`src/rtl/fifo_rr_scheduler_pkg.sv`:
```
// fifo_rr_scheduler_pkg: shared FSM state encodings and default sizes for the FIFO bank and its scheduler.
package fifo_rr_scheduler_pkg;
   localparam int NUM_FIFOS_DEF  = 4;
   localparam int DATA_WIDTH_DEF = 10;
   localparam int SEL_WIDTH_DEF  = 2;
   typedef enum logic [1:0] {
      IDLE   = 2'd0,
      ACTIVE = 2'd1,
      PAUSE  = 2'd2,
      ERROR  = 2'd3
   } state_t;
endpackage

```
`src/rtl/fifo_rr_scheduler_if.sv`:
```
// fifo_rr_scheduler_if: source-FIFO bank and downstream stream signals of the scheduler.
// master: the scheduler (drives fifo_pop and the output stream).
// slave: the FIFO bank / downstream side (drives empty, error, data, almost_full).
interface fifo_rr_scheduler_if
   import fifo_rr_scheduler_pkg::*;
#(
   parameter int NUM_FIFOS  = NUM_FIFOS_DEF,
   parameter int DATA_WIDTH = DATA_WIDTH_DEF,
   parameter int SEL_WIDTH  = SEL_WIDTH_DEF
);
   logic [NUM_FIFOS-1:0]            fifo_empty;
   logic [NUM_FIFOS-1:0]            fifo_error;
   logic [NUM_FIFOS*DATA_WIDTH-1:0] fifo_data;
   logic [NUM_FIFOS-1:0]            fifo_pop;
   logic                            down_almost_full;
   logic [DATA_WIDTH-1:0]           out_data;
   logic                            out_valid;
   logic [SEL_WIDTH-1:0]            out_sel;
   modport master (
      input  fifo_empty, fifo_error, fifo_data, down_almost_full,
      output fifo_pop, out_data, out_valid, out_sel
   );
   modport slave (
      output fifo_empty, fifo_error, fifo_data, down_almost_full,
      input  fifo_pop, out_data, out_valid, out_sel
   );
endinterface

```
`src/rtl/fifo_rr_scheduler_rr_pick.sv`:
```
// rr_pick: combinational round-robin picker; first requester after `last` wins.
// req: request vector; last: previously served index.
// gnt_valid: some request found; gnt_idx: winning index (holds `last` when none).
module rr_pick
   import fifo_rr_scheduler_pkg::*;
#(
   parameter int NUM_FIFOS = NUM_FIFOS_DEF,
   parameter int SEL_WIDTH = SEL_WIDTH_DEF
) (
   input  logic [NUM_FIFOS-1:0] req,
   input  logic [SEL_WIDTH-1:0] last,
   output logic                 gnt_valid,
   output logic [SEL_WIDTH-1:0] gnt_idx
);
   logic [SEL_WIDTH-1:0] idx;
   // Walk the rotation backwards so the closest requester after `last` is the final writer.
   always_comb begin
      gnt_valid = 1'b0;
      gnt_idx   = last;
      idx       = '0;
      for (int k = NUM_FIFOS; k >= 1; k--) begin
         idx = SEL_WIDTH'((int'(last) + k) % NUM_FIFOS);
         if (req[idx]) begin
            gnt_valid = 1'b1;
            gnt_idx   = idx;
         end
      end
   end
endmodule

```
`src/rtl/fifo_rr_scheduler.sv`:
```
// fifo_rr_scheduler: round-robin drain of NUM_FIFOS source FIFOs onto one output stream.
// clk: clock; reset: async active-low; enable: run request; state: FSM state for debug.
// bus (master): fifo_empty/fifo_error/fifo_data/down_almost_full in; fifo_pop/out_data/out_valid/out_sel out.
module fifo_rr_scheduler
   import fifo_rr_scheduler_pkg::*;
#(
   parameter int DATA_WIDTH = DATA_WIDTH_DEF,
   parameter int NUM_FIFOS  = NUM_FIFOS_DEF,
   parameter int SEL_WIDTH  = SEL_WIDTH_DEF
) (
   input  logic                clk,
   input  logic                reset,
   input  logic                enable,
   fifo_rr_scheduler_if.master bus,
   output logic [1:0]          state
);
   state_t               state_q, state_d;
   logic [SEL_WIDTH-1:0] last, sel_d, gnt_idx;
   logic                 pop_d, gnt_valid, grant;
   rr_pick #(.NUM_FIFOS(NUM_FIFOS), .SEL_WIDTH(SEL_WIDTH)) u_pick (
      .req       (~bus.fifo_empty),
      .last      (last),
      .gnt_valid (gnt_valid),
      .gnt_idx   (gnt_idx)
   );
   // enable gates the grant too, so a falling enable never leaves a pop behind.
   assign grant = (state_q == ACTIVE) && enable && !bus.down_almost_full && gnt_valid;
   always_comb begin
      state_d = state_q;
      if (|bus.fifo_error) state_d = ERROR;
      else case (state_q)
         IDLE:          state_d = enable ? ACTIVE : IDLE;
         ACTIVE, PAUSE: state_d = !enable ? IDLE : bus.down_almost_full ? PAUSE : ACTIVE;
         default:       state_d = ERROR;
      endcase
   end
   always_ff @(posedge clk or negedge reset) begin
      if (!reset) begin
         state_q <= IDLE;
         last    <= SEL_WIDTH'(NUM_FIFOS - 1);
         sel_d   <= '0;
         pop_d   <= 1'b0;
      end else begin
         state_q <= state_d;
         pop_d   <= grant;
         if (grant) begin
            last  <= gnt_idx;
            sel_d <= gnt_idx;
         end
      end
   end
   assign bus.fifo_pop  = grant ? NUM_FIFOS'(1) << gnt_idx : '0;
   assign bus.out_valid = pop_d;
   assign bus.out_sel   = sel_d;
   assign bus.out_data  = pop_d ? bus.fifo_data[sel_d*DATA_WIDTH +: DATA_WIDTH] : '0;
   assign state         = state_q;
endmodule

```
`src/flat_wrapper.sv`:
```
// flat-port wrapper written by rule: the top's interface ports become plain ports
module fifo_rr_scheduler_flat import fifo_rr_scheduler_pkg::*;
#(
   parameter int DATA_WIDTH = DATA_WIDTH_DEF,
   parameter int NUM_FIFOS  = NUM_FIFOS_DEF,
   parameter int SEL_WIDTH  = SEL_WIDTH_DEF
)
  (clk, reset, enable, state, bus_fifo_empty, bus_fifo_error, bus_fifo_data, bus_down_almost_full, bus_fifo_pop, bus_out_data, bus_out_valid, bus_out_sel);
  fifo_rr_scheduler_if #(.NUM_FIFOS(NUM_FIFOS), .DATA_WIDTH(DATA_WIDTH), .SEL_WIDTH(SEL_WIDTH)) bus_i ();
  input  logic clk;
  input  logic reset;
  input  logic enable;
  output logic [1:0] state;
  input wire logic [$bits(bus_i.fifo_empty)-1:0] bus_fifo_empty;
  input wire logic [$bits(bus_i.fifo_error)-1:0] bus_fifo_error;
  input wire logic [$bits(bus_i.fifo_data)-1:0] bus_fifo_data;
  input wire logic [$bits(bus_i.down_almost_full)-1:0] bus_down_almost_full;
  output wire logic [$bits(bus_i.fifo_pop)-1:0] bus_fifo_pop;
  output wire logic [$bits(bus_i.out_data)-1:0] bus_out_data;
  output wire logic [$bits(bus_i.out_valid)-1:0] bus_out_valid;
  output wire logic [$bits(bus_i.out_sel)-1:0] bus_out_sel;
  assign bus_i.fifo_empty = bus_fifo_empty;
  assign bus_i.fifo_error = bus_fifo_error;
  assign bus_i.fifo_data = bus_fifo_data;
  assign bus_i.down_almost_full = bus_down_almost_full;
  assign bus_fifo_pop = bus_i.fifo_pop;
  assign bus_out_data = bus_i.out_data;
  assign bus_out_valid = bus_i.out_valid;
  assign bus_out_sel = bus_i.out_sel;
  fifo_rr_scheduler #(.DATA_WIDTH(DATA_WIDTH), .NUM_FIFOS(NUM_FIFOS), .SEL_WIDTH(SEL_WIDTH)) u_core (.clk(clk), .reset(reset), .enable(enable), .bus(bus_i), .state(state));
endmodule
```
`config.mk`:
```
export PLATFORM = sky130hd
export DESIGN_NAME = fifo_rr_scheduler_flat
export DESIGN_NICKNAME = d
export VERILOG_FILES = /design/src/rtl/fifo_rr_scheduler_pkg.sv /design/src/rtl/fifo_rr_scheduler_if.sv /design/src/rtl/fifo_rr_scheduler_rr_pick.sv /design/src/rtl/fifo_rr_scheduler.sv /design/src/flat_wrapper.sv
export SDC_FILE = /design/constraint.sdc
export NUM_CORES = 1
export LEC_CHECK = 0
export CORE_UTILIZATION = 33
export CTS_CLUSTER_DIAMETER = 40
export CTS_CLUSTER_SIZE = 30
export DETAILED_ROUTE_END_ITERATION = 6
export PLACE_DENSITY = 0.86
export SLEW_MARGIN = 0
export SYNTH_ARGS = -nofsm -noshare
export SYNTH_HDL_FRONTEND = slang
export SYNTH_HIERARCHICAL = 1
export SYNTH_SLANG_ARGS = --single-unit
```
`constraint.sdc`:
```
create_clock -name clk -period 3.2 [get_ports clk]
set_clock_uncertainty 0.05 [all_clocks]
set_input_delay 0.8 -clock clk [delete_from_list [all_inputs] [get_ports clk]]
set_output_delay 0.8 -clock clk [all_outputs]
set_load 0.01 [all_outputs]
```
==> impl_metrics.env <==
export IMPL_rows=17
export IMPL_clkLatencyLatePin_ns=0.24
export IMPL_comb_power_share_pct=36.9
export IMPL_fin_crit_ns=3.16
export IMPL_ys_flop_type="dfrtp_1"
export IMPL_internal_power_uw=207
export IMPL_synth_area_leader_cell="mux2i_1"
export IMPL_synth_area_leaders="mux2i_1 27%, dfrtp_1 16%, o22ai_1 8.9%"
export IMPL_grt_max_degree=14
export IMPL_wirelength_mm=2.77
export IMPL_utilization_pct=72.4
export IMPL_start_kind="input pin"
export IMPL_slowest_delay_ns=0.52
export IMPL_maxCapViolCount=0
export IMPL_worst_slew_pin_slew_ns=0.387
export IMPL_grtUsageTotal_pct=21.1
export IMPL_swShare_pct=21.1
export IMPL_crit_required_ns=2.35
export IMPL_die_h_um=50.4
export IMPL_cts_buffer_depth=2
export IMPL_syn_nets=143
export IMPL_synth_edf_count=0
export IMPL_grt_pass1_vias=955
export IMPL_cp_cell_sequence="clkdlybuf4s50_1, inv_1, or4_4, nand4b_4, inv_2, and3_1, buf_2"
export IMPL_clkSinkCount=7
export IMPL_drive_gt1_share_pct=18.0
export IMPL_antenna_found_initial=0
export IMPL_cp_max_fo=3
export IMPL_end_kind="output pin"
export IMPL_start_util_pct=34.9
export IMPL_setup_viol=0
export IMPL_synth_seq_area_share_pct=23.0
export IMPL_diodes=0
export IMPL_min_path_type="reg -> reg"
export IMPL_area_growth_pct=107
export IMPL_whs_ns=0.434
export IMPL_cts_root_buf="clkbuf_4"
export IMPL_syn_area_sq_um=772
export IMPL_drt_iter0_drc=18
export IMPL_slew_headroom_pct=74.2
export IMPL_final_seq_area_sq_um=178
export IMPL_die_area_sq_um=2540
export IMPL_netlist_instances=88
export IMPL_routed_via_density=5.08
export IMPL_dieWidth_um=50.4
export IMPL_core_area_sq_um=2210
export IMPL_ir_worst_vdd_mv=0.194
export IMPL_ant_nets=0
export IMPL_hold_buffers=0
export IMPL_netSwitchingPower_uw=55.3
export IMPL_portBuffers=70
export IMPL_yosys_warnings=6
export IMPL_fill_cells=182
export IMPL_status="completed"
export IMPL_total_leakage_power_nw=0.681
export IMPL_drc=0
export IMPL_criticalPathCategory="in -> out"
export IMPL_h_tree_depth=1
export IMPL_finalCritPeriodShare_pct=98.8
export IMPL_p_clk_share_pct=29.2
export IMPL_wl_per_cell_um=13.8
export IMPL_grt_overflow=0
export IMPL_cpMaxStageDelayCell="or4_4"
export IMPL_max_freq_mhz=316
export IMPL_cts_buffers=3
export IMPL_ios=71
export IMPL_p_seq_share_pct=33.9
export IMPL_drt_pass1_iter_count=4
export IMPL_multi_input_area_sq_um=529
export IMPL_hold_viol_final=0
export IMPL_path_clk_slew_ns=0.05
export IMPL_drv_slew=0
export IMPL_synth_top_area_share_pct=27.2
export IMPL_async_flop_share_pct=100
export IMPL_vias=1016
export IMPL_final_cell_area_sq_um=1600
export IMPL_grt_pass1_wl_mm=4.02
export IMPL_critPathArrivalTime_ns=2.31
export IMPL_globalplace_congestion=0.713
export IMPL_placed_area_sq_um=1530
export IMPL_final_nets=228
export IMPL_cts_tree="yes"
export IMPL_synth_cell_type_count=29
export IMPL_ys_ff_latch=7
export IMPL_power_density_nw_per_um2=164
export IMPL_hpwlAfterDp_mm=2.15
export IMPL_synth_area_per_cell_sq_um=8.77
export IMPL_rrSetupSlack_ns=1.53
[repair_timing]
| action | in CTS | in global routing |
|---|---|---|
| gates resized for setup | 18 | 7 |
| pin swaps | 3 | 3 |
| setup endpoints to repair | 4 | 4 |
| buffers inserted | 0 | 4 |
[cell usage in the layout (no fill, tap or decap), types with 2 or more instances in the layout]
master,n
buf_2,4
buf_4,12
buf_6,2
clkbuf_4,3
clkdlybuf4s50_1,65
dfrtp_1,5
dfstp_2,2
ha_1,3
inv_1,8
inv_2,2
mux2i_1,21
nand2_1,10
nand2b_1,2
nor2_1,2
nor2b_1,2
o22ai_1,11
[path summary, 6_finish.rpt]
check                                   from                     to  cells after the start
min in group asynchronous              reset  u_core/bus.out_sel[0]                      1
max in group asynchronous              reset         u_core/last[0]                      1
max reg2reg                   u_core/last[1]  u_core/bus.out_sel[0]                      6
min reg2reg                   u_core/last[0]         u_core/last[0]                      2
max                        bus_fifo_empty[2]        bus_fifo_pop[3]                      7
min                           u_core/last[0]         u_core/last[0]                      2
[synthesized netlist by cell type (all sizes together), types with 3 or more instances]
cell and number:
o22ai 11, ha 3, dfrtp 5, nand2 11, inv 10, buf 3
mux2i 21
[worst max-delay path: cells and delay by family]
kind / cells / cell delay, ns
AND/OR/NAND/NOR: 3 / 0.80
buffers and inverters: 4 / 0.70
[metal layers]
metal  part of all wire [%]  vias to the layer above  wire (um)  global-route usage, %
met5                      0                        -          0                      0
met1                     36                      462        983                   20.8
li1                       -                      490          -                      -
met3                     11                        4        291                   5.45
met4                    1.2                        0         33                   8.80
met2                     53                       60       1460                   40.7
[cell type report]
type / count / share of cell area, %
timing repair buffer: 84 / 49.7
multi-input combinational: 67 / 33.0
sequential: 7 / 11.1
clock buffer: 4 / 1.64
tap: 28 / 2.19
inverter: 10 / 2.34
[metrics by stage]
| step | TNS (ns) | total power [mW] | std cells | setup WS [ns] |
|---|---|---|---|---|
| floorplan | 0 | 0.107 | 88 | 0.534 |
| global placement | -1.25 | 0.176 | 192 | -0.335 |
| detailed placement | -1.37 | 0.180 | 192 | -0.392 |
| CTS | 0 | 0.259 | 196 | 0.00330 |
| global route | -0.00804 | 0.274 | 200 | -0.00804 |
| finish | 0 | 0.262 | 200 | 0.0396 |
[cells by family (layout without fill, tap and decap cells)]
family                     after synthesis  after routing  synth area share [%]
DFF                                      7              7                  23.0
adders and majority gates                3              3                  4.86
buffers and inverters                   14             98                  11.5
and+or+nand+nor                         26             26                  19.5
muxes                                   21             21                  27.2
AOI/OAI and AO/OA                       17             17                  13.9
[power groups by stage]
| stage | Sequential [mW] | Combinational, mW | Clock, mW |
|---|---|---|---|
| floorplan | 0.0903 | 0.0165 | 0 |
| global placement | 0.0902 | 0.0856 | 0 |
| detailed placement | 0.0902 | 0.0893 | 0 |
| CTS | 0.0889 | 0.0908 | 0.0788 |
| global route | 0.0888 | 0.102 | 0.0827 |
| finish | 0.0889 | 0.0967 | 0.0764 |
[sequential cells by signal, summed over array words and instances (netlist names)]
register,cells
u_core/bus.out_sel,2
u_core/last,2
u_core/state,2
u_core/bus.out_valid,1
No activity file was read; power rests on OpenSTA's default activity.
